File: src/rtl/pc_fetch_ctrl.sv
// Program-counter register and fetch sequencer.
// Holds the instruction-memory address, advances it by +1 or by a signed
// branch offset, and runs the IDLE -> RUN -> HALTED control sequence with
// run-cycle and retired-instruction counters.
//
// Control handshake: Start is a one-cycle request that is acted on only in
// IDLE or HALTED; it moves the core into RUN on the next rising edge with the
// PC at START_ADDR. In RUN, Start is ignored, and HaltReq ends the program
// unless Stall is high in the same cycle. There is no ready/acknowledge
// signal: Running and Done report the state register directly.
module pc_fetch_ctrl #(
    parameter int             D          = 12,
    parameter logic [D-1:0]   START_ADDR = '0,
    parameter int             CW         = 16
) (
    input  logic          Clk,
    input  logic          Reset,
    input  logic          Start,
    input  logic          Stall,
    input  logic          BranchTaken,
    input  logic [D-1:0]  Target,
    input  logic          HaltReq,
    output logic [D-1:0]  PC,
    output logic          Running,
    output logic          Done,
    output logic [CW-1:0] CycleCnt,
    output logic [CW-1:0] InstrCnt,
    output logic [1:0]    StateDbg
);

    typedef enum logic [1:0] {
        S_IDLE   = 2'd0,
        S_RUN    = 2'd1,
        S_HALTED = 2'd2
    } state_t;

    localparam logic [CW-1:0] CNT_MAX = '1;
    localparam logic [D-1:0]  PC_ONE  = {{(D-1){1'b0}}, 1'b1};
    localparam logic [CW-1:0] CNT_ONE = {{(CW-1){1'b0}}, 1'b1};

    state_t        state_q, state_d;
    logic [D-1:0]  pc_q, pc_d;
    logic [CW-1:0] cycle_q, cycle_d;
    logic [CW-1:0] instr_q, instr_d;

    logic [CW-1:0] cycle_inc;
    logic [CW-1:0] instr_inc;

    // Saturating increments: counters stick at all-ones instead of wrapping.
    always_comb begin
        cycle_inc = (cycle_q == CNT_MAX) ? cycle_q : cycle_q + CNT_ONE;
        instr_inc = (instr_q == CNT_MAX) ? instr_q : instr_q + CNT_ONE;
    end

    // Next-state, next-PC and counter update decisions.
    always_comb begin
        state_d = state_q;
        pc_d    = pc_q;
        cycle_d = cycle_q;
        instr_d = instr_q;

        case (state_q)
            S_IDLE: begin
                pc_d = START_ADDR;
                if (Start) begin
                    state_d = S_RUN;
                    cycle_d = '0;
                    instr_d = '0;
                end
            end

            S_RUN: begin
                // Every RUN cycle counts, stalled or not.
                cycle_d = cycle_inc;
                if (!Stall) begin
                    instr_d = instr_inc;
                    if (HaltReq) begin
                        // PC stays on the halt instruction.
                        state_d = S_HALTED;
                    end else if (BranchTaken) begin
                        // D-bit add, carry dropped: two's-complement wrap
                        // makes Target behave as a signed offset.
                        pc_d = pc_q + Target;
                    end else begin
                        pc_d = pc_q + PC_ONE;
                    end
                end
            end

            S_HALTED: begin
                if (Start) begin
                    state_d = S_RUN;
                    pc_d    = START_ADDR;
                    cycle_d = '0;
                    instr_d = '0;
                end
            end

            default: begin
                state_d = S_IDLE;
                pc_d    = START_ADDR;
                cycle_d = '0;
                instr_d = '0;
            end
        endcase
    end

    // State, PC and counter registers with synchronous reset.
    always_ff @(posedge Clk) begin
        if (Reset) begin
            state_q <= S_IDLE;
            pc_q    <= START_ADDR;
            cycle_q <= '0;
            instr_q <= '0;
        end else begin
            state_q <= state_d;
            pc_q    <= pc_d;
            cycle_q <= cycle_d;
            instr_q <= instr_d;
        end
    end

    // Outputs are decodes of registered state only.
    always_comb begin
        PC       = pc_q;
        Running  = (state_q == S_RUN);
        Done     = (state_q == S_HALTED);
        CycleCnt = cycle_q;
        InstrCnt = instr_q;
        StateDbg = state_q;
    end

endmodule

File: config.mk
export PLATFORM = sky130hd
export DESIGN_NAME = pc_fetch_ctrl
export DESIGN_NICKNAME = d
export VERILOG_FILES = /design/src/rtl/pc_fetch_ctrl.sv
export SDC_FILE = /design/constraint.sdc
export NUM_CORES = 1
export LEC_CHECK = 0
export ABC_AREA = 1
export BUFFER_PORTS_ARGS = -buffer_cell sky130_fd_sc_hd__buf_2
export CAP_MARGIN = 20
export CORE_MARGIN = 8
export CORE_UTILIZATION = 35
export DETAILED_ROUTE_END_ITERATION = 8
export REMOVE_ABC_BUFFERS = 1
export SYNTH_ARGS = -nofsm -noshare
export SYNTH_HDL_FRONTEND = slang
export SYNTH_SLANG_ARGS = --single-unit
export TNS_END_PERCENT = 20
File: constraint.sdc
create_clock -name Clk -period 2.6 [get_ports Clk]
set_input_delay 0.39 -clock Clk [delete_from_list [all_inputs] [get_ports Clk]]
set_output_delay 0.39 -clock Clk [all_outputs]
set_load 0.02 [all_outputs]
==> results of run 1 <==
worst reg2reg max path: cells and delay by family, from the launching register on:
family / cells / cell delay, ns
and+or+nand+nor: 8 / 0.80
buffers and inverters: 2 / 0.27
DFF: 1 / 0.50
adders and majority gates: 1 / 0.23
through the flow:
step           utilization  std cells  setup WS (ns)  area (um2)  power [mW]
2_1_floorplan            -        503          0.851        3180       0.876
4_1_cts              0.412        690          0.732        3770        1.47
3_3_place_gp         0.401        682          0.525        3670       0.965
3_5_place_dp         0.401        682          0.472        3670       0.966
6_report             0.412        690          0.736        3770        1.44
5_1_grt              0.412        690          0.567        3770        1.52
cells by family after synthesis:
family          Yosys count
simple gates            311
flops                    46
buf+inv                  79
fa+ha+maj                14
compound gates           58
xor+xnor                  7
power groups by stage:
| stage | Clock [mW] | Combinational, mW | Sequential, mW |
|---|---|---|---|
| floorplan | 0 | 0.124 | 0.752 |
| global placement | 0 | 0.222 | 0.744 |
| detailed placement | 0 | 0.222 | 0.744 |
| CTS | 0.514 | 0.223 | 0.728 |
| global route | 0.543 | 0.249 | 0.729 |
| finish | 0.495 | 0.221 | 0.727 |
flip-flops by register name, indices dropped and copies added, names as in the netlist:
signal    cells
CycleCnt     16
InstrCnt     16
PC           12
StateDbg      2
path summary, 6_finish.rpt:
path         slack [ns]           end
max                0.74  InstrCnt[14]
min                0.49         PC[3]
max reg2reg        0.74  InstrCnt[14]
min reg2reg        0.49         PC[3]
placed cells by master (no fill, tap or decap), drive strengths merged:
cell type,netlist,layout
nor3b,1,1
or2,5,5
nand3,46,46
fa,1,1
xor2,5,5
dfxtp,46,46
o21bai,3,3
nor2,66,66
a21boi,1,1
o21ai,12,12
nand2,160,160
clkbuf,4,7
nand3b,2,2
buf,8,68
nand4,18,18
inv,67,67
a31oi,1,1
clkinv,0,1
o21a,1,1
ha,13,13
a21oi,40,40
nor3,13,13
xnor2,2,2
layout make-up:
class | count | area (um2)
Timing Repair Buffer | 68 | 348
Inverter | 67 | 251
Fill cell | 973 | 5380
Sequential cell | 46 | 921
Clock buffer | 7 | 96.3
Clock inverter | 1 | 8.76
Multi-Input combinational cell | 390 | 2010
Tap cell | 111 | 139
routing by layer:
metal,global-route usage,routed length (um),up-vias
li1,-,-,1773
met1,0.187,4310,1565
met2,0.242,4160,76
met3,0.0354,503,6
met4,0.0351,95,0
met5,0,0,-
==> run summary, run 1 <==
Slew margin rel. -> 0.519
Tot GR Track Use -> 0.147
Die area -> 0.0127 mm2
Setup bufs post-CTS -> 0
Crit-path most repeated cell -> nor2_1
Syn-to-layout area delta -> 15.6%
Setup violators final -> 0
Initial Util -> 0.357
IO Pins -> 66
Max VDD drop -> 0.212 mV
Pin count of the biggest net entering global routing -> 32
Mapped Area -> 0.00326 mm2
Final setup TNS -> 0 ns
Ys Warns -> 0
Worst-Margin Slew -> 0.721 ns
Simple-gate share of the synthesized area -> 0.441
CP max stage delay -> 0.50 ns
Vias in the first global route -> 3279
Core Rows -> 35
Adder-cell share of the synthesized area -> 0.0560
Die height -> 113 um
Setup Crit Path Kind -> flip-flop to flip-flop
First-pass iteration count of the detailed router -> 4
Ys async rst share -> 0
XOR/XNOR Fraction of Synth Area -> 0.0188
Global-route wire length before repair -> 15700 um
Grt ovf -> 0
Count of flip-flops with a built-in enable after synthesis -> 0
Switching part of the total power -> 0.291
Synth Area in Compound Gates -> 0.100
Synthesis-stage register bit count -> 46
Post-cts sizing count -> 0
Crit end category -> flip-flop
Pins over their slew limit -> 0
Top-count cell post-synth -> nand2_1
Clock buffer depth -> 2
Final period utilization -> 0.717
RePlAce Congestion -> 0.852
Comb power frac -> 0.153
Antenna diodes -> 0
Post-Synthesis Cells -> 515
Port Buf Inserts -> 65
Clk slew on worst S/H paths -> 0.09 ns
Detail-routed via count per cell -> 4.96
Pint -> 1.02 mW
Flop pwr share -> 0.504
Clk sinks -> 46
Critical Path AT -> 2.10 ns
Hold Slack -> 0.487 ns
Core ar. -> 0.00915 mm2
Netlist cell types -> 37
CP Launch Point -> InstrCnt[0]
Clk_skew -> 0.00441 ns
CTS tree -> yes
Run status -> complete, no violations
Share of cells above drive strength 1 -> 0.195
DP Wirelength -> 6870 um
NumNets Final -> 610
Mux cell area share after synthesis -> 0
Sequential-to-total area share from yosys stat -> 0.282
Slowest-stage cell, CP -> dfxtp_1
Startpoint Class -> flip-flop
Worst-path cell chain -> ha_1 > nand2_1 > inv_1 > nand2_4 > nor2_4 > nand3b_4 > nand2_4 > inv_2 > nor2_1 > nor2_1 > nor2_1
Crit Path Max Fanout -> 18
Main combinational cell family by area after synthesis -> simple AND/OR/NAND/NOR gates
Cells on worst reg2reg path -> 11
H-tree depth -> 2
Max-Cap Viols -> 0
Final wirelength -> 9070 um
Synth area leaders -> dfxtp_1 (28%), nand2_1 (17%), inv_1 (7.2%), nand3_1 (6.6%), nor2_1 (6.6%)
Remaining DRCs -> 0
Initial antenna violation count -> 0
Post-synth top area share -> 0.282
Avg Cell Area, Syn -> 6.34 um2
WL per Instance -> 13.1 um
Antenna-violating nets left -> 0
Top_reg_cell synth -> dfxtp_1
Fmax -> 537 MHz
Clk_lat worst skew -> 0.29 ns
Die Wd -> 113 um
Total number of vias -> 3420
CP delay by family, top -> simple AND/OR/NAND/NOR gates
PwrDens -> 383 mW/mm2
CTS root buf -> clkbuf_8
Leakage -> 1.76 nW
Minimum clock period -> 1.86 ns
Sw Pwr -> 0.420 mW
Buf+Inv Stages, Crit Path -> 2
Synth area leader -> dfxtp_1
Worst R2R Start -> InstrCnt[0]
Hold crit path type -> flip-flop to flip-flop
TritonCTS Buffers -> 5
Clock Power Share -> 0.343
CP Depth -> 11
Post-CTS Hold Buffers -> 0
RSZ-0062 raised after global routing -> no
Worst Path Required -> 2.83 ns
Fin. Hold Viols -> 0
Initial drt markers -> 145
Synth cell count leaders -> nand2_1 (152), inv_1 (63), nor2_1 (57)
Min-delay src -> PC[3]
Hold path depth -> 2
Note: power is estimated with default switching activity, not from simulation.
==> run 2: changes to the inputs <==
--- a/config.mk
+++ b/config.mk
@@ -5,7 +5,7 @@
 export SDC_FILE = /design/constraint.sdc
 export NUM_CORES = 1
 export LEC_CHECK = 0
-export ABC_AREA = 1
+export ABC_AREA = 0
 export BUFFER_PORTS_ARGS = -buffer_cell sky130_fd_sc_hd__buf_2
 export CAP_MARGIN = 20
 export CORE_MARGIN = 8
==> constraint.sdc (replaced) <==
create_clock -name Clk -period 1.7 [get_ports Clk]
set_input_delay 0.255 -clock Clk [delete_from_list [all_inputs] [get_ports Clk]]
set_output_delay 0.255 -clock Clk [all_outputs]
set_load 0.02 [all_outputs]
==> run 2 against run 1 <==
The run now ends with negative setup slack left. Sequential share of layout area grew 0.32 points. Area after synthesis is 22% lower. Global-route usage shrank 0.64 points. Via count shrank 26%. Critical endpoint is now PC[8]. Core utilization up 12 points.
==> run summary, run 2 <==
Post-CTS Hold Buffers -> 0 (unchanged)
Die height -> 101 um (-10%)
TritonCTS Buffers -> 5 (unchanged)
CTS tree -> yes
Hold Slack -> 0.211 ns (-0.276 ns)
Top_reg_cell synth -> dfxtp_1
Minimum clock period -> 1.87 ns (+0.00733 ns)
First-pass iteration count of the detailed router -> 4 (unchanged)
Worst R2R Start -> PC[0]
Grt ovf -> 0 (unchanged)
Netlist cell types -> 49 (+32%)
XOR/XNOR Fraction of Synth Area -> 0.117 (+0.0987)
Most common cell after layout, fill and taps aside -> buf_4
Sw Pwr -> 0.588 mW (+40%)
RePlAce Congestion -> 0.808 (-5.1%)
Leading cell types in the layout, fill and taps excluded -> buf_4 (70), buf_2 (65), nor2_1 (41)
Mapped Area -> 0.00253 mm2 (-22%)
Worst-path cell chain -> ha_4 > fa_2 > a211oi_2 > nor2_1 > o31ai_1 > buf_4 > o21bai_1 > xnor2_1 > o21ai_1
Placed cell area -> 0.00345 mm2 (-5.9%)
Initial drt markers -> 64 (-56%)
RSZ-0062 raised after global routing -> yes
Filler cells -> 720 (-26%)
Worst Path Required -> 1.90 ns (-0.93 ns)
Avg Cell Area, Syn -> 8.65 um2 (+37%)
DP Wirelength -> 5400 um (-21%)
IO Pins -> 66 (unchanged)
Final Cell Area -> 0.00376 mm2 (-0.23%)
Post-Synthesis Cells -> 293 (-43%)
Flop pwr share -> 0.485 (-0.019)
Initial Util -> 0.355 (-0.00134)
Sequential-to-total area share from yosys stat -> 0.363 (+0.0811)
WL per Instance -> 13.4 um (+2.2%)
Cells on worst reg2reg path -> 9 (-2)
Crit Path Max Fanout -> 3 (-15)
Critical R2R Capture -> PC[8]
Final core occ -> 0.528 (+0.115)
Clk_skew -> 0.00680 ns (+0.00239 ns)
Antenna diodes -> 0 (unchanged)
Count of flip-flops with a built-in enable after synthesis -> 0 (unchanged)
Comb power frac -> 0.147 (-0.006)
Slowest-stage cell, CP -> dfxtp_2
Core Rows -> 31 (-11%)
Pins over their slew limit -> 0 (unchanged)
H-tree depth -> 2 (unchanged)
Pint -> 1.68 mW (+64%)
Die area -> 0.0102 mm2 (-19%)
Clock Power Share -> 0.368 (+0.025)
CP max stage delay -> 0.35 ns (-0.15 ns)
Ys Warns -> 0 (unchanged)
Final setup TNS -> -0.504 ns (-0.504 ns)
Synth Area in Compound Gates -> 0.175 (+0.0751)
Share of cells above drive strength 1 -> 0.420 (+0.224)
Pin count of the biggest net entering global routing -> 16 (-50%)
Max-Cap Viols -> 0 (unchanged)
Fmax -> 534 MHz (-0.39%)
Simple-gate share of the synthesized area -> 0.249 (-0.192)
R2r setup slk -> -0.17 ns (-0.91 ns)
Synth area leaders -> dfxtp_1 (36%), xor2_1 (6.6%), ha_1 (6.4%), nor2_1 (6.2%), xnor2_1 (5.2%)
Clk sinks -> 46 (unchanged)
Mux cell area share after synthesis -> 0.00395 (+0.00395)
Worst-Margin Slew -> 0.394 ns (-0.327 ns)
Hold endpoint -> StateDbg[0]
Startpoint Class -> flip-flop
Vias in the first global route -> 2594 (-21%)
Core ar. -> 0.00714 mm2 (-22%)
Run status -> finished with violations
Remaining DRCs -> 0 (unchanged)
Tot GR Track Use -> 0.140 (-0.00644)
Ys async rst share -> 0 (unchanged)
Global-route wire length before repair -> 11700 um (-26%)
Syn-to-layout area delta -> 48.5%
Adder-cell share of the synthesized area -> 0.0721 (+0.0161)
Setup violators final -> 5 (+5)
Hold crit path type -> primary input to flip-flop
Synthesis-stage register bit count -> 46 (unchanged)
Post-synth top area share -> 0.363 (+0.0811)
PwrDens -> 602 mW/mm2 (+57%)
Antenna-violating nets left -> 0 (unchanged)
Slew margin rel. -> 0.737 (+0.218)
Critical Path AT -> 2.07 ns (-0.03 ns)
Initial antenna violation count -> 0 (unchanged)
Max VDD drop -> 0.389 mV (+83%)
Clk slew on worst S/H paths -> 0.09 ns (about the same)
Total number of vias -> 2514 (-26%)
Detail-routed via count per cell -> 4.76 (-3.9%)
Synth area leader -> dfxtp_1
Synth cell count leaders -> dfxtp_1 (46), nor2_1 (42), nand2_1 (29)
Setup Crit Path Kind -> flip-flop to flip-flop
Min-delay src -> Reset
Clock buffer depth -> 2 (unchanged)
Final period utilization -> 1.10 (+0.384)
Switching part of the total power -> 0.259 (-0.0317)
Crit end category -> flip-flop
Hold path depth -> 2 (unchanged)
CTS root buf -> clkbuf_8
Main combinational cell family by area after synthesis -> simple AND/OR/NAND/NOR gates
Violations in the final reports -> negative setup slack
Leakage -> 1.71 nW (-2.4%)
Setup ws final -> -0.171 ns (-0.907 ns)
Fin. Hold Viols -> 0 (unchanged)
Final wirelength -> 7090 um (-22%)
Die Wd -> 101 um (-10%)
Top-count cell post-synth -> dfxtp_1
Clk_lat worst skew -> 0.30 ns (about the same)
NumNets Final -> 460 (-25%)
Port Buf Inserts -> 65 (unchanged)
## run 2: cell count changes after synthesis, sizes merged, moves of 7 or more
| cell | previous run | this run |
|---|---|---|
| a21o | 0 | 7 |
| and2 | 0 | 10 |
| a21oi | 40 | 13 |
| nand3 | 46 | 16 |
| nand2 | 160 | 29 |
| xnor2 | 2 | 15 |
| nand4 | 18 | 5 |
| nor3 | 13 | 6 |
| and3 | 0 | 7 |
| xor2 | 5 | 19 |
| nor2 | 66 | 42 |
| inv | 67 | 3 |
## run 2: logic make-up after synthesis
group / count (synthesis)
multiplexers: 1
adder cells (fa/ha/maj): 14
AND/OR/NAND/NOR: 130
flip-flops: 46
buffers and inverters: 10
XOR/XNOR: 34
AO/OA/AOI/OAI: 58
## run 2: per-layer routing
metal	up-vias	global-route usage	wire length [um]
met5	-	0	0
met4	0	0.0389	41
met3	4	0.0394	341
met2	44	0.240	3400
met1	1162	0.166	3310
li1	1304	-	-
## run 2: worst max-delay path by stage
stage,start,to,slack [ns],cells after the start
2_1_floorplan,PC[0],PC[10],-0.37,8
6_report,PC[0],PC[8],-0.17,9
5_1_grt,PC[0],PC[8],-0.32,9
4_1_cts,PC[0],PC[8],-0.17,9
3_3_place_gp,Target[0],PC[10],-0.46,11
3_5_place_dp,Target[0],PC[10],-0.58,11
## run 2: area by class of cell
class | count | area (um2) | area share
Tap cell | 99 | 124 | 0.0329
Clock inverter | 2 | 37.5 | 0.00997
Clock buffer | 6 | 72.6 | 0.0193
Multi-Input combinational cell | 237 | 1740 | 0.461
Sequential cell | 46 | 931 | 0.247
Inverter | 3 | 13.8 | 0.00366
Timing Repair Buffer | 135 | 851 | 0.226
## run 2: critical path: cells and delay by family, from the launching register on
family	cells	cell delay, ns
flip-flops	1	0.35
buffers and inverters	1	0.16
AND/OR/NAND/NOR	1	0.08
AO/OA/AOI/OAI	4	0.53
XOR/XNOR	1	0.15
adder cells (fa/ha/maj)	2	0.51
## run 2: power by group through the flow
stage	Sequential [mW]	Clock, mW	Combinational [mW]
finish	1.10	0.834	0.334
global placement	1.13	0	0.311
global route	1.10	0.899	0.368
detailed placement	1.13	0	0.315
floorplan	1.15	0	0.137
CTS	1.10	0.865	0.326
## run 2: repair_timing
action,4_1_cts,5_1_grt
pin swaps,9,9
resized for setup,22,18
buffers inserted,1,2
setup endpoints to repair,29,29
## run 2: per-stage QoR
step	power [mW]	worst slack, ns	std cells
after floorplan	1.28	-0.375	286
after global placement	1.44	-0.464	517
after detailed placement	1.44	-0.576	517
after CTS	2.29	-0.166	526
after global routing	2.37	-0.318	528
final	2.27	-0.171	528
==> run 3: changes to the inputs <==
--- a/config.mk
+++ b/config.mk
@@ -11,6 +11,7 @@
 export CORE_MARGIN = 8
 export CORE_UTILIZATION = 35
 export DETAILED_ROUTE_END_ITERATION = 8
+export GPL_TIMING_DRIVEN = 0
 export REMOVE_ABC_BUFFERS = 1
 export SYNTH_ARGS = -nofsm -noshare
 export SYNTH_HDL_FRONTEND = slang
==> run 3 against run 2 <==
The run still ends with negative setup slack left. Sequential power is essentially flat. Flip-flop and latch count is the same. Clock power shrank 0.5%. Critical endpoint unchanged. Largest power group unchanged. Highest routed layer unchanged.
==> run summary, run 3 (synthesis results as in run 2) <==
Clk_lat worst skew -> 0.30 ns (about the same)
Setup violators final -> 6 (+1)
Most common cell after layout, fill and taps aside -> buf_2
DP Wirelength -> 4620 um (-14%)
H-tree depth -> 2 (unchanged)
Initial antenna violation count -> 0 (unchanged)
Clk slew on worst S/H paths -> 0.09 ns (about the same)
Met2 GRT Util -> 0.216 (-0.0243)
Die area -> 0.0102 mm2 (unchanged)
Slew margin rel. -> 0.708 (-0.0292)
Final setup TNS -> -0.558 ns (-0.0543 ns)
Max-Cap Viols -> 0 (unchanged)
Tot Pwr -> 2.21 mW (-2.4%)
TritonCTS Buffers -> 5 (unchanged)
Pre-CTS setup slack -> -0.814 ns (-0.238 ns)
Core Rows -> 31 (unchanged)
Fmax -> 528 MHz (-1.3%)
Grt met1 use -> 0.156 (-0.00986)
Final period utilization -> 1.11 (+0.0141)
Clk sinks -> 46 (unchanged)
Setup ws final -> -0.195 ns (-0.0239 ns)
Run status -> finished with violations
Pins over their slew limit -> 0 (unchanged)
Global-route wire length before repair -> 10900 um (-6.4%)
Die Wd -> 101 um (unchanged)
Setup Crit Path Kind -> flip-flop to flip-flop
Post-CTS Hold Buffers -> 0 (unchanged)
IO Pins -> 66 (unchanged)
Fin. Hold Viols -> 0 (unchanged)
Vias in the first global route -> 2334 (-10%)
Leading cell types in the layout, fill and taps excluded -> buf_2 (64), nor2_1 (39), dfxtp_1 (31)
Clk_skew -> 0.00666 ns (-0.000145 ns)
CTS tree -> yes
Grt ovf -> 0 (unchanged)
Total number of vias -> 2338 (-7.0%)
Tot GR Track Use -> 0.129 (-0.0110)
Die height -> 101 um (unchanged)
Max VDD drop -> 0.300 mV (-23%)
Core ar. -> 0.00714 mm2 (unchanged)
Antenna-violating nets left -> 0 (unchanged)
Crit end category -> flip-flop
Minimum clock period -> 1.90 ns (+0.0239 ns)
Hold crit path type -> primary input to flip-flop
Final core occ -> 0.474 (-0.0535)
Final wirelength -> 6600 um (-7.0%)
CTS root buf -> clkbuf_8
Startpoint Class -> flip-flop
Placed cell area -> 0.00295 mm2 (-15%)
Critical Path AT -> 2.08 ns (about the same)
Worst-Margin Slew -> 0.434 ns (+0.0399 ns)
Remaining DRCs -> 0 (unchanged)
Clock buffer depth -> 2 (unchanged)
NumNets Final -> 402 (-13%)
Top Usage Layer GRT -> met2
Crit Path Max Fanout -> 3 (unchanged)
Violations in the final reports -> negative setup slack
Detail-routed via count per cell -> 4.97 (+4.5%)
Leakage -> 1.43 nW (-17%)
Initial drt markers -> 118 (+84%)
Antenna diodes -> 0 (unchanged)
Worst Path Required -> 1.88 ns (-0.02 ns)
Multi-input gate area -> 0.00175 mm2 (+0.87%)
Port Buf Inserts -> 65 (unchanged)
Pin count of the biggest net entering global routing -> 32 (+16)
Met3 Resource Use GR -> 0.0449 (+0.00552)
WL per Instance -> 14.0 um (+4.5%)
PwrDens -> 654 mW/mm2 (+8.7%)
RePlAce Congestion -> 0.744 (-7.9%)
RSZ-0062 raised after global routing -> yes
Initial Util -> 0.355 (unchanged)
Share of cells above drive strength 1 -> 0.358 (-0.0611)
First-pass iteration count of the detailed router -> 5 (+1)
Final Cell Area -> 0.00338 mm2 (-10%)
Register area -> 947 um2 (+1.7%)
Syn-to-layout area delta -> 33.5%
Filler cells -> 754 (+4.7%)
-- run 3: changes by cell type in the layout (fill, tap and decap cells not counted), moves of 2 or more --
cell and delta:
nor2_1 -2, buf_4 -59, dfxtp_4 +2, nor2_2 +2, dfxtp_1 -9, dfxtp_2 +7
-- run 3: worst max-delay path, stage by stage, from the launching register on --
cell      delay, ns
dfxtp_2        0.34
ha_4           0.16
fa_2           0.34
a211oi_2       0.21
nor2_2         0.09
o31ai_4        0.31
o21bai_1       0.11
xnor2_1        0.16
o21ai_1        0.07
-- run 3: through the flow --
stage | cells | hold WS [ns]
final | 470 | 0.288
after global routing | 470 | 0.289
after CTS | 468 | 0.270
after detailed placement | 450 | 0.470
after global placement | 450 | 0.463
after floorplan | 286 | 0.324
-- run 3: where the power goes --
part	internal, mW	switching (mW)	leakage (nW)
Sequential	1.09	0.0213	0.379
Combinational	0.112	0.162	0.998
Clock	0.439	0.390	0.0514
-- run 3: layer usage --
metal | wire length [um] | part of all wire
met5 | 0 | 0
met4 | 18 | 0.0027
met3 | 476 | 0.072
met2 | 3190 | 0.48
met1 | 2920 | 0.44
-- run 3: final cells by class --
cell class / instances / share of cell area
Tap cell: 99 / 0.0366
Inverter: 3 / 0.00407
Multi-Input combinational cell: 237 / 0.517
Timing Repair Buffer: 77 / 0.129
Sequential cell: 46 / 0.280
Clock inverter: 2 / 0.0111
Clock buffer: 6 / 0.0214
-- run 3: path summary, 6_finish.rpt --
path / start / cells past startpoint / to / slack (ns)
worst max-delay path: PC[0] / 8 / PC[8] / -0.20
worst min-delay path: Reset / 2 / StateDbg[0] / 0.29
worst max register to register: PC[0] / 8 / PC[8] / -0.20
worst min register to register: PC[8] / 2 / PC[8] / 0.48
-- run 3: repair_timing --
action / CTS / global route
pin swaps: 20 / 15
gates resized for setup: 41 / 16
endpoints found under the setup margin: 40 / 27
setup buffers: 11 / 2
